File: config.mk
export PLATFORM = sky130hd
export DESIGN_NAME = uart_tx_scheduler
export DESIGN_NICKNAME = d
export VERILOG_FILES = /design/src/rtl/uart_pkg.sv /design/src/rtl/uart_tx_scheduler.sv
export SDC_FILE = /design/constraint.sdc
export NUM_CORES = 1
export LEC_CHECK = 0
export BUFFER_PORTS_ARGS = -buffer_cell sky130_fd_sc_hd__buf_2
export CORE_UTILIZATION = 44
export CTS_CLUSTER_DIAMETER = 50
export CTS_CLUSTER_SIZE = 14
export DETAILED_ROUTE_END_ITERATION = 7
export GPL_ROUTABILITY_DRIVEN = 0
export MAX_ROUTING_LAYER = met4
export PLACE_DENSITY = 0.78
export SETUP_SLACK_MARGIN = 0.15
export SYNTH_ARGS = -nofsm -noshare
export SYNTH_HDL_FRONTEND = slang
export SYNTH_SLANG_ARGS = --single-unit
File: constraint.sdc
create_clock -name clk -period 1.6 [get_ports clk]
set_input_delay 0.16 -clock clk [delete_from_list [all_inputs] [get_ports clk]]
set_output_delay 0.16 -clock clk [all_outputs]
set_load 0.01 [all_outputs]
File: src/rtl/uart_pkg.sv
// Shared types and defaults for the UART transmit scheduler.
package uart_pkg;

  typedef enum logic [1:0] {
    IDLE       = 2'd0,
    ISSUE      = 2'd1,
    WAIT_START = 2'd2,
    WAIT_DONE  = 2'd3
  } state_t;

  localparam int START_TIMEOUT_DEFAULT = 16;

endpackage

File: src/rtl/uart_tx_scheduler.sv
// Two-requester round-robin scheduler feeding one byte at a time to a UART transmitter,
// abandoning a launch the transmitter never picks up.
module uart_tx_scheduler
  import uart_pkg::*;
#(
    parameter int START_TIMEOUT = START_TIMEOUT_DEFAULT
) (
    input  logic       clk,
    input  logic       rst_n,
    input  logic       req0_valid,
    input  logic       req1_valid,
    input  logic [7:0] req0_data,
    input  logic [7:0] req1_data,
    output logic       req0_ready,
    output logic       req1_ready,
    output logic       tx_data_valid,
    output logic [7:0] tx_data,
    input  logic       tx_busy,
    output logic       grant_id,
    output logic       active,
    output logic       timeout_err
);

    localparam int CW = $clog2(START_TIMEOUT + 1);
    localparam logic [CW-1:0] CNT_MAX  = CW'(START_TIMEOUT);
    localparam logic [CW-1:0] CNT_LAST = CW'(START_TIMEOUT - 1);

    state_t        state, state_nxt;
    logic [CW-1:0] cnt;
    logic          last_grant;
    logic          busy_q;
    logic          take;
    logic          grant_sel;
    logic          timeout_hit;

    // NOTE: every signal assigned here gets a default first, so no path can infer a latch.
    always_comb begin
        state_nxt   = state;
        grant_sel   = 1'b0;
        take        = 1'b0;
        timeout_hit = 1'b0;

        // A tie goes to whichever requester was not served last.
        grant_sel = (req0_valid && req1_valid) ? ~last_grant : req1_valid;

        // Grants wait for the transmitter to have been idle for a full cycle; rst_n
        // keeps the combinational strobes quiet while reset is held.
        take = rst_n && (state == IDLE) && (req0_valid || req1_valid) && !tx_busy && !busy_q;

        unique case (state)
            IDLE:       if (take) state_nxt = ISSUE;
            ISSUE:      state_nxt = WAIT_START;
            WAIT_START: begin
                if (tx_busy) begin
                    state_nxt = WAIT_DONE;
                end else if (cnt == CNT_LAST) begin
                    timeout_hit = 1'b1;
                    state_nxt   = IDLE;
                end
            end
            WAIT_DONE:  if (!tx_busy) state_nxt = IDLE;
            default:    state_nxt = IDLE;
        endcase
    end

    assign req0_ready    = take && !grant_sel;
    assign req1_ready    = take &&  grant_sel;
    assign tx_data_valid = (state == ISSUE);
    assign active        = (state != IDLE);

    // NOTE: state elements use non-blocking assignments so every register samples
    // pre-edge values regardless of statement order.
    always_ff @(posedge clk or negedge rst_n) begin
        if (!rst_n) begin
            state       <= IDLE;
            tx_data     <= 8'h00;
            grant_id    <= 1'b0;
            last_grant  <= 1'b1;
            cnt         <= '0;
            busy_q      <= 1'b0;
            timeout_err <= 1'b0;
        end else begin
            state       <= state_nxt;
            busy_q      <= tx_busy;
            timeout_err <= timeout_hit;

            if (take) begin
                tx_data  <= grant_sel ? req1_data : req0_data;
                grant_id <= grant_sel;
            end

            if (state == ISSUE) begin
                cnt <= '0;
            end else if (state == WAIT_START && !tx_busy && cnt != CNT_MAX) begin
                cnt <= cnt + 1'b1;
            end

            // A timed-out requester still counts as served, so the other one gets priority.
            if (timeout_hit || (state == WAIT_DONE && !tx_busy)) begin
                last_grant <= grant_id;
            end
        end
    end

endmodule
==> qor.yml <==
detailed_place_hpwl_um: 1610
maxCapViolCount: 0
maxSlewHeadroom: 0.629
critPathArrivalTime_ps: 1700
cts-root-buf: "clkbuf_4"
syn2layout_area_growth_pct: 50.5
core_area_mm2: 0.00221
min_path_type: "in2reg"
violations: "setup timing"
grt_pass1_wl_um: 3850
antenna_found_initial: 0
hold_violations: 0
grt_pass1_vias: 849
crit_fanout: 2
clkSinkCount: 19
setup_slack_ps: -264
multi_input_comb_area_um2: 624
r2r_cells: 5
final_cell_mix: "buf_2, dfrtp_1, buf_4, mux2_2, mux2_4"
initial_core_util: 0.467
r2r_setup_slack_ps: -260
synthCells: 89
syn_area_mm2: 0.00103
ctsHtreeMaxLevel: 1
p_leak_nw: 0.718
finalCritPeriodShare: 1.16
worstHoldStart: "tx_busy"
vias_per_cell: 5.27
fin_crit_ps: 1860
final_layout_size_suffix_gt1_frac: 0.667
synth.avg_cell_area_um2: 11.6
fp-row-count: 17
required_ps: 1440
ys_seq_area_frac: 0.461
min_path_cells: 2
setup_viol: 11
finalNonFillerCells: 169
overflow: 0
finalPower_mw: 2.24
grt_start_max_net_pins: 20
first_iter_violations: 11
final_common_cell: "buf_2"
fp.dieW_um: 50.5
start_kind: "flop"
postRouteAntennaNets: 0
diodes: 0
cts_tree: "done"
r2r-end: "grant_id"
cts_buffer_depth: 2
crit_type: "reg2out"
r2r-start: "state[0]"
tightest_slew_ps: 556
ys_seq_elements: 19
dr_total_vias: 891
die_h_um: 50.5
insertion_delay_ps: 290
wl_per_cell_um: 15.0
p_per_area_mw_per_mm2: 1440
grt_usage: 0.207
nNetsFinal: 166
peakVddDrop_uv: 929
wirelength_um: 2540
clk_pin_slew_worst_paths_ps: 110
placedCellCount: 154
port_buffers: 34
fill_cells: 159
fmax_mhz: 536
clock_skew_ps: 3.04
ios: 35
cp-end-kind: "output pin"
seq_area_um2: 478
ys_warn_count: 0
status: "complete, but fails checks"
maxSlewViolCount: 0
drt-pass1-iter-count: 4
yosysUniqueCellTypes: 31
dieArea_mm2: 0.00255
drc_errors: 0
rsz0062_at_grt: "true"
syn-num-nets: 113
numCtsBuffers: 3
holdPathEnd: "busy_q"
## worst max-delay path: stages (launching register included)
cell	delay, ps
dfrtp_1	410
or4b_4	510
nor3_4	160
buf_12	120
and2_4	120
buf_6	90
## through the flow
step	area [um2]	setup TNS [ps]	worst slack [ps]	util	hold WS (ps)
3_3_place_gp	1330	-1020	-131	0.600	157
4_1_cts	1460	-2440	-259	0.660	150
5_1_grt	1560	-3080	-325	0.703	159
6_report	1560	-2550	-264	0.703	167
2_1_floorplan	1080	-794	-97.4	-	-136
3_5_place_dp	1330	-1220	-154	0.600	162
## sequential cells by signal (all words and copies together) (netlist names)
| signal | flops |
|---|---|
| busy_q | 1 |
| cnt | 5 |
| grant_id | 1 |
| last_grant | 1 |
| state | 2 |
| timeout_err | 1 |
| tx_data | 8 |
## cells in the mapped netlist
library cell,count,area (um2)
inv_1,5,18.8
a21o_1,1,7.51
a311o_1,1,10.0
nor3b_1,1,7.51
a22o_1,1,8.76
nand4b_1,1,8.76
nand4bb_1,1,11.3
a21boi_0,1,7.51
or4b_4,1,13.8
nor3_1,3,15.0
ha_1,3,37.5
a22oi_1,2,15.0
nor2_1,4,15.0
mux2_2,17,191
dfrtp_1,18,450
clkbuf_1,3,11.3
nand2_1,4,15.0
buf_6,2,22.5
nor2b_1,1,6.26
mux2_1,1,11.3
and3_1,2,12.5
o2bb2ai_1,3,26.3
o21ai_0,4,20.0
dfstp_2,1,26.3
and2_1,1,6.26
or2_2,1,6.26
nor3_4,1,16.3
nor4_1,1,6.26
a32o_1,1,10.0
a21oi_1,2,10.0
nor4b_1,1,8.76
## final cells by class
type                    count  area share
inverters                   5      0.0145
repair buffers             53       0.237
flip-flops and latches     19       0.307
multi-input cells          60       0.401
well taps                  28      0.0225
clock buffers               4      0.0169
## report_power, final
group | internal (mW) | leakage (nW) | total [mW] | switching, mW
combinational | 0.664 | 0.467 | 1.18 | 0.516
clock | 0.0967 | 0.0150 | 0.239 | 0.143
sequential | 0.677 | 0.236 | 0.825 | 0.148
## worst max path at each step
stage | to | from | cells past startpoint
2_1_floorplan | tx_data[0] | state[0] | 4
3_3_place_gp | grant_id | busy_q | 4
3_5_place_dp | grant_id | busy_q | 4
4_1_cts | req1_ready | busy_q | 5
5_1_grt | req1_ready | state[0] | 5
6_report | req1_ready | state[0] | 5
## per-layer routing
metal  track usage  part of all wire  wire length, um
met1         0.267              0.44             1120
met2         0.349              0.51             1300
met3        0.0273             0.042              107
met4        0.0417            0.0024                6
met5             -                 0                0
## cells by family (layout without fill, tap and decap cells)
group,count (synthesis),after routing,synth area share
buffers and inverters,10,62,0.0508
and+or+nand+nor,23,23,0.144
muxes,18,18,0.196
AOI/OAI and AO/OA,16,16,0.111
adders and majority gates,3,3,0.0363
DFF,19,19,0.461
## repair_timing
| action | 4_1_cts | 5_1_grt |
|---|---|---|
| gates resized for setup | 12 | 17 |
| setup endpoints to repair | 15 | 19 |
| endpoints found under the hold margin | 18 | 0 |
| hold buffers | 1 | 0 |
| pin swaps | 10 | 7 |
| buffers inserted | 6 | 4 |
Power figures use the tool's default switching activity.
